**config.mk**
```make
export PLATFORM = sky130hd
export DESIGN_NAME = mux4_sched
export DESIGN_NICKNAME = d
export VERILOG_FILES = /design/src/rtl/mux_sched_pkg.sv /design/src/rtl/mux4.sv /design/src/rtl/rr_pick4.sv /design/src/rtl/mux4_sched.sv
export SDC_FILE = /design/constraint.sdc
export NUM_CORES = 1
export LEC_CHECK = 0
export CAP_MARGIN = 40
export CELL_PAD_IN_SITES_DETAIL_PLACEMENT = 1
export CELL_PAD_IN_SITES_GLOBAL_PLACEMENT = 2
export CORE_MARGIN = 2
export CORE_UTILIZATION = 40
export CTS_CLUSTER_DIAMETER = 200
export DETAILED_ROUTE_END_ITERATION = 8
export DONT_BUFFER_PORTS = 1
export PLACE_DENSITY_LB_ADDON = 0.1
export SLEW_MARGIN = 20
export SYNTH_ARGS = -nofsm -noshare
export SYNTH_HDL_FRONTEND = slang
export SYNTH_HIERARCHICAL = 1
export SYNTH_SLANG_ARGS = --single-unit
```
**constraint.sdc**
```tcl
create_clock -name clock -period 2.3 [get_ports clock]
set_clock_uncertainty 0.05 [all_clocks]
set_input_delay 0.23 -clock clock [delete_from_list [all_inputs] [get_ports clock]]
set_output_delay 0.23 -clock clock [all_outputs]
set_load 0.05 [all_outputs]
```
**src/rtl/mux_sched_pkg.sv**
```systemverilog
// Shared constants and the FIFO entry layout for the mux4 scheduler.
package mux_sched_pkg;
  localparam int NREQ           = 4;
  localparam int SRC_W          = 2;
  localparam int DATA_W         = 32;
  localparam int FIFO_DEPTH_MIN = 3;

  typedef struct packed {
    logic [SRC_W-1:0]  src;
    logic [DATA_W-1:0] data;
  } fifo_entry_t;
endpackage

```
**src/rtl/mux4.sv**
```systemverilog
// Existing registered 4:1 mux datapath; result follows sel one cycle later.
module mux4 (
  input  logic        clock,
  input  logic        aclr,
  input  logic [1:0]  sel,
  input  logic [31:0] data0,
  input  logic [31:0] data1,
  input  logic [31:0] data2,
  input  logic [31:0] data3,
  output logic [31:0] result
);
  always_ff @(posedge clock or posedge aclr) begin
    if (aclr) begin
      result <= '0;
    end else begin
      case (sel)
        2'd0:    result <= data0;
        2'd1:    result <= data1;
        2'd2:    result <= data2;
        default: result <= data3;
      endcase
    end
  end
endmodule

```
**src/rtl/rr_pick4.sv**
```systemverilog
// Combinational rotating priority encoder: round-robin after last_grant,
// or fixed priority with index 0 highest.
module rr_pick4 (
  input  logic [3:0] eligible,
  input  logic [1:0] last_grant,
  input  logic       prio_mode,
  output logic       any,
  output logic [1:0] winner
);
  logic [1:0] idx;

  always_comb begin
    any    = |eligible;
    winner = 2'd0;
    idx    = 2'd0;
    if (prio_mode) begin
      for (int i = 3; i >= 0; i--) begin
        if (eligible[i]) winner = 2'(i);
      end
    end else begin
      // Walk offsets from farthest to nearest so the nearest eligible one wins.
      for (int k = 4; k >= 1; k--) begin
        idx = last_grant + 2'(k);
        if (eligible[idx]) winner = idx;
      end
    end
  end
endmodule

```
**src/rtl/mux4_sched.sv**
```systemverilog
// Round-robin/fixed-priority scheduler sharing one registered mux4 among four
// producers, with a credit-checked output FIFO tagged by source index.
module mux4_sched
  import mux_sched_pkg::*;
#(
  parameter int FIFO_DEPTH = 3
) (
  input  logic        clock,
  input  logic        aclr,
  input  logic [3:0]  req_valid,
  input  logic [31:0] req_data0,
  input  logic [31:0] req_data1,
  input  logic [31:0] req_data2,
  input  logic [31:0] req_data3,
  output logic [3:0]  req_ready,
  input  logic [3:0]  req_mask,
  input  logic        prio_mode,
  output logic        out_valid,
  output logic [31:0] out_data,
  output logic [1:0]  out_src,
  input  logic        out_ready,
  output logic [1:0]  fifo_count
);
  localparam logic [1:0] DEPTH_L  = 2'(FIFO_DEPTH);
  localparam logic [1:0] LAST_PTR = 2'(FIFO_DEPTH - 1);

  logic        run_q, any, credit, grant, s1_valid, fifo_wr, fifo_pop;
  logic [1:0]  winner, sel, sel_q, last_grant, s1_src;
  logic [1:0]  wr_ptr, rd_ptr, count;
  logic [DATA_W-1:0] result;
  fifo_entry_t mem [FIFO_DEPTH];
  fifo_entry_t head;

  rr_pick4 u_pick (
    .eligible   (req_valid & req_mask),
    .last_grant (last_grant),
    .prio_mode  (prio_mode),
    .any        (any),
    .winner     (winner)
  );

  // Credit ignores a same-cycle pop so req_ready never depends on out_ready.
  assign credit    = ({1'b0, count} + {2'b0, s1_valid}) < {1'b0, DEPTH_L};
  assign grant     = run_q & any & credit;
  assign sel       = grant ? winner : sel_q;
  assign req_ready = grant ? (4'b0001 << winner) : 4'b0000;

  mux4 u_mux (
    .clock  (clock),
    .aclr   (aclr),
    .sel    (sel),
    .data0  (req_data0),
    .data1  (req_data1),
    .data2  (req_data2),
    .data3  (req_data3),
    .result (result)
  );

  // run_q holds off grants until the first edge after aclr is released.
  always_ff @(posedge clock or posedge aclr) begin
    if (aclr) begin
      run_q      <= 1'b0;
      last_grant <= 2'd3;
      sel_q      <= 2'd0;
      s1_valid   <= 1'b0;
      s1_src     <= 2'd0;
    end else begin
      run_q    <= 1'b1;
      sel_q    <= sel;
      s1_valid <= grant;
      if (grant) begin
        last_grant <= winner;
        s1_src     <= winner;
      end
    end
  end

  assign fifo_wr  = s1_valid;
  assign fifo_pop = out_valid & out_ready;

  always_ff @(posedge clock) begin
    if (fifo_wr) mem[wr_ptr] <= '{src: s1_src, data: result};
  end

  always_ff @(posedge clock or posedge aclr) begin
    if (aclr) begin
      wr_ptr <= 2'd0;
      rd_ptr <= 2'd0;
      count  <= 2'd0;
    end else begin
      if (fifo_wr)  wr_ptr <= (wr_ptr == LAST_PTR) ? 2'd0 : wr_ptr + 2'd1;
      if (fifo_pop) rd_ptr <= (rd_ptr == LAST_PTR) ? 2'd0 : rd_ptr + 2'd1;
      case ({fifo_wr, fifo_pop})
        2'b10:   count <= count + 2'd1;
        2'b01:   count <= count - 2'd1;
        default: count <= count;
      endcase
    end
  end

  assign head       = mem[rd_ptr];
  assign out_valid  = (count != 2'd0);
  assign out_data   = out_valid ? head.data : '0;
  assign out_src    = out_valid ? head.src : '0;
  assign fifo_count = count;

  overflow_chk: assert property (@(posedge clock) disable iff (aclr)
    !(fifo_wr && count == DEPTH_L));
endmodule
```
==> impl_metrics.env, run 1 <==
export IMPL_period_share_pct=101
export IMPL_drv_slew=0
export IMPL_multi_input_area_um2=2140
export IMPL_synth_edf_count=102
export IMPL_pre_cts_slack_ns=-0.0493
export IMPL_die_area_um2=17300
export IMPL_grt_max_degree=27
export IMPL_path_class="reg2reg"
export IMPL_maxSlewHeadroom_pct=49.8
export IMPL_first_iter_violations=149
export IMPL_io_pins=181
export IMPL_core_area_um2=15900
export IMPL_die_y_um=131
export IMPL_grt_use_total_pct=19.7
export IMPL_syn2layout_area_growth_pct=40.6
export IMPL_viasPerCell=5.09
export IMPL_path_max_fanout=7
export IMPL_leakage_nw=3.50
export IMPL_worstPathArrival_ns=2.57
export IMPL_maxCapViolations=0
export IMPL_rows=46
export IMPL_place_hpwl_um=9120
export IMPL_yosys_most_used_dff="edfxtp_1"
export IMPL_setup_tns_ns=-0.298
export IMPL_port_buffers=0
export IMPL_crit_required_ns=2.53
export IMPL_clkTransAtPathRegs_ns=0.06
export IMPL_die_w_um=131
export IMPL_grt_pass1_wl_um=25200
export IMPL_syn_area_um2=6490
export IMPL_clk_latency_ns=0.42
export IMPL_ys_ff_latch=148
export IMPL_ys_seq_area_share_pct=65.0
export IMPL_routedWlPerCell_um=21.7
export IMPL_gp_congestion=0.756
export IMPL_synth_async_reset_ratio_pct=31.1
export IMPL_h_tree_depth=4
export IMPL_drcViolationCount=0
export IMPL_yosys_area_top_type="edfxtp_1"
export IMPL_grt_pass1_vias=4449
export IMPL_cts_buffers=17
export IMPL_yosysMostFrequentCell="edfxtp_1"
export IMPL_ant_nets=0
export IMPL_register_area_um2=4220
export IMPL_clock_path_buffers=2
export IMPL_finalHoldViolations=0
export IMPL_drive_gt1_share_pct=34.2
export IMPL_rsz0062_at_grt="true"
export IMPL_timing_final_ws_setup_ns=-0.0313
export IMPL_endpoint_kind="register"
export IMPL_synth_area_leaders="edfxtp_1 47%, dfrtp_1 17%, mux4_2 10%, mux2_4 6.2%, mux2i_1 5.2%"
export IMPL_start_util_pct=40.9
export IMPL_drt_wl_total_um=16900
export IMPL_antenna_found_initial=2
export IMPL_vias=3952
export IMPL_synth_warnings=6
export IMPL_fmax_ghz=0.429
export IMPL_holdCritPathClass="in2reg"
export IMPL_nets=689
export IMPL_peakVddDrop_uv=954
export IMPL_synth_top_area_share_pct=47.2
export IMPL_p_total_w=0.0137
export IMPL_cts_tree="done"
export IMPL_avgSynthCellArea_um2=18.1
export IMPL_overflow=0
export IMPL_violations="negative setup slack"
export IMPL_first_pass_iters=4
export IMPL_period_minus_slack_ns=2.33
export IMPL_root_buffer="clkbuf_16"
export IMPL_status="complete, but fails checks"
export IMPL_finalSetupViolations=22
export IMPL_fillers=1470
export IMPL_cp_start_kind="register"
export IMPL_ys_top_cells_by_count="102 x edfxtp_1, 44 x dfrtp_1, 38 x nor2_1, 34 x mux2i_1, 30 x mux4_2"
export IMPL_syn_nets=501
export IMPL_cts_sinks=148
export IMPL_synth_cells=358
export IMPL_synth_cell_type_count=38
export IMPL_worstMarginPinSlew_ns=0.748
export IMPL_cellPowerDensity_nw_per_um2=1500
timing repair:
action | 4_1_cts | 5_1_grt
gates resized for setup | 7 | 4
setup endpoints to repair | 9 | 40
cloned | 0 | 2
buffers inserted | 5 | 3
hold endpoints to repair | 57 | 3
hold buffers | 110 | 4
cell usage in the layout (no fill, tap or decap), types with 2 or more instances in the layout:
cell type,count
mux2_2,12
dfrtp_2,3
dlygate4sd3_1,114
ha_4,2
mux2_4,28
buf_4,56
mux2i_1,34
clkinvlp_4,4
nor2_1,36
nand2_1,2
diode_2,2
clkbuf_1,3
inv_1,7
xnor2_1,2
dfrtp_1,40
dfstp_2,2
edfxtp_1,102
and2_1,4
bufinv_16,3
clkbuf_16,19
clkinv_4,2
nand2b_1,3
mux4_2,31
buf_12,8
nor2_4,3
buf_6,7
a21o_1,4
final cells by class:
| type | instances | share of cell area (%) |
|---|---|---|
| flip-flops and latches | 148 | 46.3 |
| multi-input cells | 184 | 23.5 |
| repair buffers | 187 | 20.3 |
| clock buffers | 21 | 4.94 |
| well taps | 216 | 2.96 |
| clock inverters | 11 | 1.66 |
| inverters | 8 | 0.329 |
| diodes | 2 | 0.0549 |
power by group:
group          switching (W)  internal [W]  total, W
combinational        0.00377       0.00274   0.00651
sequential          0.000438       0.00396   0.00440
clock                0.00107       0.00174   0.00281
logic make-up after synthesis:
logic type	share of synthesized area, %
other cells	0.0578
simple gates	4.28
compound gates	1.39
xor+xnor	0.405
buf+inv	3.37
mux	25.0
fa+ha+maj	0.578
flops	65.0
worst paths after layout:
path / slack (ns) / startpoint / depth (start not counted) / endpoint
max: -0.03 / last_grant[1]$_DFFE_PP1P_ / 6 / u_mux/result[12]$_DFF_PP0_
min: 0.01 / req_data3[8] / 1 / u_mux/result[8]$_DFF_PP0_
max reg2reg: -0.03 / last_grant[1]$_DFFE_PP1P_ / 6 / u_mux/result[12]$_DFF_PP0_
min reg2reg: 0.42 / u_mux/result[20]$_DFF_PP0_ / 0 / mem[2][20]$_DFFE_PP_
max in group asynchronous: 1.23 / aclr / 3 / u_mux/result[0]$_DFF_PP0_
min in group asynchronous: 0.30 / aclr / 2 / u_mux/result[30]$_DFF_PP0_
worst max-delay path, stage by stage (launching register included):
cell and delay (ns):
dfstp_2 0.57, nand2_1 0.09, a211o_1 0.27, o211ai_1 0.16, mux2_4 0.34, clkbuf_16 0.21, mux4_2 0.51
stage by stage:
stage          hold slack, ns  cells  instance area [um2]  util (%)
5_1_grt               -0.0120    776                 9120      57.4
2_1_floorplan          0.0677    358                 6550         -
3_5_place_dp            0.131    619                 7230      45.5
3_3_place_gp            0.121    619                 7230      45.5
4_1_cts              0.000560    766                 9000      56.6
6_report              0.00990    777                 9120      57.4
per-layer routing:
layer	share of wire (%)	wire length, um	GRT usage, %	vias up
met1	39	6590	22.3	2041
met2	55	9280	35.7	145
met4	1.1	178	6.04	0
met3	5.0	842	5.98	16
met5	0	0	0	-
li1	-	-	-	1750
sequential cells by signal (all words and copies together) (netlist names):
register / cells
mem: 102
u_mux/result: 32
fifo_count: 2
last_grant: 2
rd_ptr: 2
s1_src: 2
sel_q: 2
wr_ptr: 2
fifo_wr: 1
run_q: 1
Power figures use the tool's default switching activity.
==> run 2: changes to the inputs <==
--- a/config.mk
+++ b/config.mk
@@ -13,6 +13,7 @@
 export CTS_CLUSTER_DIAMETER = 200
 export DETAILED_ROUTE_END_ITERATION = 8
 export DONT_BUFFER_PORTS = 1
+export GPL_TIMING_DRIVEN = 0
 export PLACE_DENSITY_LB_ADDON = 0.1
 export SLEW_MARGIN = 20
 export SYNTH_ARGS = -nofsm -noshare
==> impl_metrics.env, run 2 (same netlist as run 1, synthesis figures left out) <==
export IMPL_critPathBufInv=1
export IMPL_finalSetupViolations=61
export IMPL_root_buffer="clkbuf_16"
export IMPL_rows=46
export IMPL_busiest_layer="met2"
export IMPL_die_w_um=131
export IMPL_grt_pass1_vias=4292
export IMPL_reg_top3="mem: 102 flops, u_mux/result: 32 flops"
export IMPL_violations="negative setup slack"
export IMPL_crit_required_ns=2.02
export IMPL_largest_register_ffs=102
export IMPL_cp_slowest_cell="dfrtp_4"
export IMPL_hp_start="req_data1[5]"
export IMPL_peakVddDrop_uv=677
export IMPL_pre_cts_slack_ns=-0.334
export IMPL_place_hpwl_um=8970
export IMPL_rrSetupSlack_ns=-0.24
export IMPL_first_iter_violations=148
export IMPL_clk_latency_ns=0.42
export IMPL_endpoint_kind="output pin"
export IMPL_r2r_start="fifo_count[0]$_DFFE_PP0P_"
export IMPL_use_met1_pct=22.5
export IMPL_drive_gt1_share_pct=35.4
export IMPL_fmax_ghz=0.387
export IMPL_cts_sinks=148
export IMPL_path_max_fanout=6
export IMPL_critical_path_top_delay_family="simple AND/OR/NAND/NOR gates"
export IMPL_final_common_cell="dlygate4sd3_1"
export IMPL_regMostFlops="mem"
export IMPL_period_share_pct=112
export IMPL_grt_use_total_pct=19.1
export IMPL_cts_buffers=17
export IMPL_status="complete, but fails checks"
export IMPL_die_y_um=131
export IMPL_h_tree_depth=4
export IMPL_leakage_nw=3.43
export IMPL_holdPathStages=1
export IMPL_rsz0062_at_grt="true"
export IMPL_nets=667
export IMPL_timing_final_ws_setup_ns=-0.282
export IMPL_core_area_um2=15900
export IMPL_maxSlewHeadroom_pct=40.7
export IMPL_mostFrequentLayoutCells="104 x dlygate4sd3_1, 102 x edfxtp_1, 42 x dfrtp_1, 38 x buf_4, 34 x mux2i_1"
export IMPL_vias=3773
export IMPL_worst_r2r_endpoint="u_mux/result[13]$_DFF_PP0_"
export IMPL_start_util_pct=40.9
export IMPL_clkTransAtPathRegs_ns=0.06
export IMPL_clock_path_buffers=2
export IMPL_ant_nets=0
export IMPL_routedWlPerCell_um=20.9
export IMPL_cp_common_cell="ha_4"
export IMPL_first_pass_iters=6
export IMPL_grtUsageMet3_pct=4.98
export IMPL_whs_endpoint="u_mux/result[5]$_DFF_PP0_"
export IMPL_overflow=0
export IMPL_syn2layout_area_growth_pct=39.0
export IMPL_worst_path_largest_cell_delay_ns=0.59
export IMPL_period_minus_slack_ns=2.58
export IMPL_maxCapViolations=0
export IMPL_viasPerCell=5.00
export IMPL_cellPowerDensity_nw_per_um2=1520
export IMPL_gp_congestion=0.689
export IMPL_crit_chain="ha_4 > ha_4 > nand2_4 > nand4b_4 > buf_6 > nor3b_4"
export IMPL_grt_pass1_wl_um=24400
export IMPL_p_total_w=0.0137
export IMPL_drcViolationCount=0
export IMPL_antenna_found_initial=1
export IMPL_worstPathArrival_ns=2.30
export IMPL_die_area_um2=17300
export IMPL_path_class="reg2out"
export IMPL_holdCritPathClass="in2reg"
export IMPL_cts_tree="done"
export IMPL_worstMarginPinSlew_ns=0.887
export IMPL_drt_wl_total_um=15800
export IMPL_finalHoldViolations=0
export IMPL_port_buffers=0
export IMPL_groute_layer_met2_usage_pct=33.4
export IMPL_ff2ff_path_depth=8
export IMPL_drv_slew=0
export IMPL_cp_start_kind="register"
export IMPL_io_pins=181
export IMPL_grt_max_degree=21
==> run 2: metal layers <==
metal | share of wire [%] | vias to the layer above
li1 | - | 1709
met1 | 40 | 1904
met2 | 54 | 139
met3 | 4.9 | 21
met4 | 1.5 | 0
met5 | 0 | -
==> run 2: report_power, final <==
part	switching [W]	total, W	internal, W
Sequential	0.000483	0.00444	0.00396
Clock	0.00105	0.00276	0.00171
Combinational	0.00372	0.00649	0.00277
==> run 2: area by class of cell <==
cell class,count,area [um2]
fillers,1421,6860
flip-flops and latches,148,4220
multi-input cells,184,2180
repair buffers,147,1520
clock buffers,20,437
well taps,216,270
plain buffers,18,211
clock inverters,12,158
inverters,8,32.5
diodes,1,2.50
==> run 2: what timing repair did <==
item | 4_1_cts | 5_1_grt
cloned | 3 | 0
hold buffers | 100 | 4
pin swaps | 4 | 3
buffers inserted | 7 | 5
setup endpoints to repair | 66 | 66
hold endpoints to repair | 71 | 1
resized for setup | 36 | 0
==> run 2: worst reg2reg max path: stages (launching register included) <==
cell,delay (ns)
dfrtp_4,0.59
ha_4,0.21
ha_4,0.22
nand2_4,0.06
nand4b_4,0.15
mux2_4,0.36
buf_12,0.17
buf_16,0.16
mux4_2,0.45
==> run 2: worst max path at each step <==
stage,startpoint,end,cells past startpoint
global route,fifo_count[0]$_DFFE_PP0P_,req_ready[2],6
CTS,fifo_count[0]$_DFFE_PP0P_,req_ready[1],6
finish,fifo_count[0]$_DFFE_PP0P_,req_ready[2],6
detailed placement,fifo_count[0]$_DFFE_PP0P_,u_mux/result[1]$_DFF_PP0_,8
global placement,fifo_wr$_DFF_PP0_,mem[0][19]$_DFFE_PP_,2
floorplan,wr_ptr[1]$_DFFE_PP0P_,mem[1][0]$_DFFE_PP_,2
==> run 2: per-stage QoR <==
step / instances / hold WS, ns / utilization (%) / setup TNS (ns) / area [um2]
floorplan: 358 / 0.0677 / - / -14.19 / 6550
global placement: 574 / 0.152 / 42.9 / -111.45 / 6820
CTS: 744 / 0.000386 / 56.3 / -11.71 / 8940
detailed placement: 602 / 0.0922 / 44.9 / -9.11 / 7130
finish: 754 / 0.0151 / 56.8 / -9.77 / 9020
global route: 753 / 0.00504 / 56.8 / -14.81 / 9020
==> run 3: changes to the inputs <==
--- a/config.mk
+++ b/config.mk
@@ -15,6 +15,8 @@
 export DONT_BUFFER_PORTS = 1
 export GPL_TIMING_DRIVEN = 0
 export PLACE_DENSITY_LB_ADDON = 0.1
+export SETUP_SLACK_MARGIN = 0.3
+export SKIP_CTS_REPAIR_TIMING = 1
 export SLEW_MARGIN = 20
 export SYNTH_ARGS = -nofsm -noshare
 export SYNTH_HDL_FRONTEND = slang
==> impl_metrics.env, run 3 (same netlist as run 1, synthesis figures left out) <==
export IMPL_pre_cts_slack_ns=-0.398
export IMPL_clkTransAtPathRegs_ns=0.06
export IMPL_io_pins=181
export IMPL_startpoint="fifo_count[0]$_DFFE_PP0P_"
export IMPL_endpoint_kind="register"
export IMPL_routedWlPerCell_um=20.2
export IMPL_critPathBufInv=2
export IMPL_die_w_um=131
export IMPL_r2r_start="fifo_count[0]$_DFFE_PP0P_"
export IMPL_pwr_share_comb_pct=46.5
export IMPL_path_class="reg2reg"
export IMPL_clock_path_buffers=2
export IMPL_first_iter_violations=95
export IMPL_rsz0062_at_grt="true"
export IMPL_finalSetupViolations=66
export IMPL_cts_buffers=17
export IMPL_rows=46
export IMPL_violations="negative setup slack"
export IMPL_antenna_found_initial=0
export IMPL_p_switching_w=0.00515
export IMPL_p_int_w=0.00823
export IMPL_first_pass_iters=4
export IMPL_root_buffer="clkbuf_16"
export IMPL_h_tree_depth=4
export IMPL_worstMarginPinSlew_ns=0.658
export IMPL_rrSetupSlack_ns=-0.31
export IMPL_drt_wl_total_um=14300
export IMPL_period_share_pct=113
export IMPL_crit_chain="ha_4 > ha_4 > nand2_4 > nand4b_4 > mux2_4 > buf_12 > clkbuf_16 > mux4_2"
export IMPL_status="complete, but fails checks"
export IMPL_vias=3586
export IMPL_path_max_fanout=8
export IMPL_cellPowerDensity_nw_per_um2=1570
export IMPL_worst_path_largest_cell_delay_ns=0.60
export IMPL_seq_power_share_pct=33.1
export IMPL_cp_slowest_cell="dfrtp_4"
export IMPL_finalHoldViolations=0
export IMPL_crit_required_ns=2.52
export IMPL_grt_pass1_wl_um=20300
export IMPL_design_area_um2=8520
export IMPL_start_util_pct=40.9
export IMPL_fmax_ghz=0.384
export IMPL_core_area_um2=15900
export IMPL_worstPathArrival_ns=2.83
export IMPL_timing_final_ws_setup_ns=-0.305
export IMPL_drv_slew=0
export IMPL_overflow=0
export IMPL_reg_top3="mem: 102 flops, u_mux/result: 32 flops"
export IMPL_cts_tree="done"
export IMPL_final_common_cell="edfxtp_1"
export IMPL_leakage_nw=3.23
export IMPL_viasPerCell=5.06
export IMPL_critical_path_top_delay_family="multiplexers"
export IMPL_syn2layout_area_growth_pct=31.3
export IMPL_holdCritPathClass="in2reg"
export IMPL_die_y_um=131
export IMPL_clk_latency_ns=0.41
export IMPL_grt_pass1_vias=3715
export IMPL_path_depth=8
export IMPL_cp_start_kind="register"
export IMPL_maxCapViolations=0
export IMPL_die_area_um2=17300
export IMPL_peakVddDrop_uv=843
export IMPL_grt_max_degree=22
export IMPL_clockPowerShare_pct=20.4
export IMPL_grt_use_total_pct=15.9
export IMPL_swShare_pct=38.5
export IMPL_n_antenna_cell=0
export IMPL_regMostFlops="mem"
export IMPL_setup_worst_path_end="u_mux/result[3]$_DFF_PP0_"
export IMPL_largest_register_ffs=102
export IMPL_cts_sinks=148
export IMPL_mostFrequentLayoutCells="102 x edfxtp_1, 63 x dlygate4sd3_1, 42 x dfrtp_1, 36 x buf_4, 34 x mux2i_1"
export IMPL_worst_r2r_endpoint="u_mux/result[3]$_DFF_PP0_"
export IMPL_place_hpwl_um=9030
export IMPL_port_buffers=0
export IMPL_gp_congestion=0.669
export IMPL_maxSlewHeadroom_pct=55.7
export IMPL_drcViolationCount=0
export IMPL_drive_gt1_share_pct=38.2
export IMPL_ant_nets=0
export IMPL_hold_ws_ns=0.00834
export IMPL_place_area_um2=7100
export IMPL_nets=622
export IMPL_cp_common_cell="ha_4"
export IMPL_hp_start="req_data3[23]"
export IMPL_ff2ff_path_depth=8
export IMPL_period_minus_slack_ns=2.61
[run 3: changes by cell type in the layout (fill, tap and decap cells not counted), moves of 2 or more]
cell	change
dlygate4sd3_1	-41
buf_16	-5
clkinv_2	+2
buf_6	-4
buf_4	-2
clkbuf_16	+2
clkbuf_4	+2
buf_12	+2
[run 3: power by group through the flow]
stage	clock network [W]	registers (W)	logic (W)
floorplan	0	0.00434	0.00456
global placement	0	0.00443	0.00528
detailed placement	0	0.00448	0.00583
CTS	0.00279	0.00443	0.00586
global route	0.00292	0.00453	0.00662
finish	0.00273	0.00443	0.00622
[run 3: layout make-up]
class	instances	area, um2
Tap cell	216	270
Sequential cell	148	4220
Clock buffer	19	433
Buffer	18	205
Fill cell	1471	7360
Timing Repair Buffer	102	1020
Clock inverter	13	160
Multi-Input combinational cell	184	2180
Inverter	8	30.0
[run 3: through the flow]
stage               power (W)  util [%]  instances  setup TNS, ns
global route           0.0141      53.6        708         -18.74
finish                 0.0134      53.6        708         -12.08
CTS                    0.0131      48.4        632         -21.80
global placement      0.00970      43.0        574        -113.72
floorplan             0.00890         -        358         -15.23
detailed placement     0.0103      44.7        600         -10.48
[run 3: worst min-delay path by stage]
stage / endpoint / slack, ns / cells after the start
after floorplan: fifo_wr$_DFF_PP0_ / 0.07 / 1
after global placement: sel_q[0]$_DFF_PP0_ / 0.15 / 1
after detailed placement: u_mux/result[30]$_DFF_PP0_ / 0.06 / 1
after CTS: u_mux/result[30]$_DFF_PP0_ / -0.37 / 1
after global routing: u_mux/result[23]$_DFF_PP0_ / -0.01 / 1
final: u_mux/result[23]$_DFF_PP0_ / 0.008 / 1
[run 3: layer usage]
metal	part of all wire, %	wire length (um)	track usage (%)
met4	0.96	138	5.74
met5	0	0	0
met2	54	7760	27.3
met1	40	5680	19.5
met3	5.3	762	4.05
[run 3: worst register-to-register path: stages (launching register included)]
cell and delay, ns:
dfrtp_4 0.60, ha_4 0.21, ha_4 0.21, nand2_4 0.06
nand4b_4 0.19, mux2_4 0.38, buf_12 0.16, clkbuf_16 0.17
mux4_2 0.44
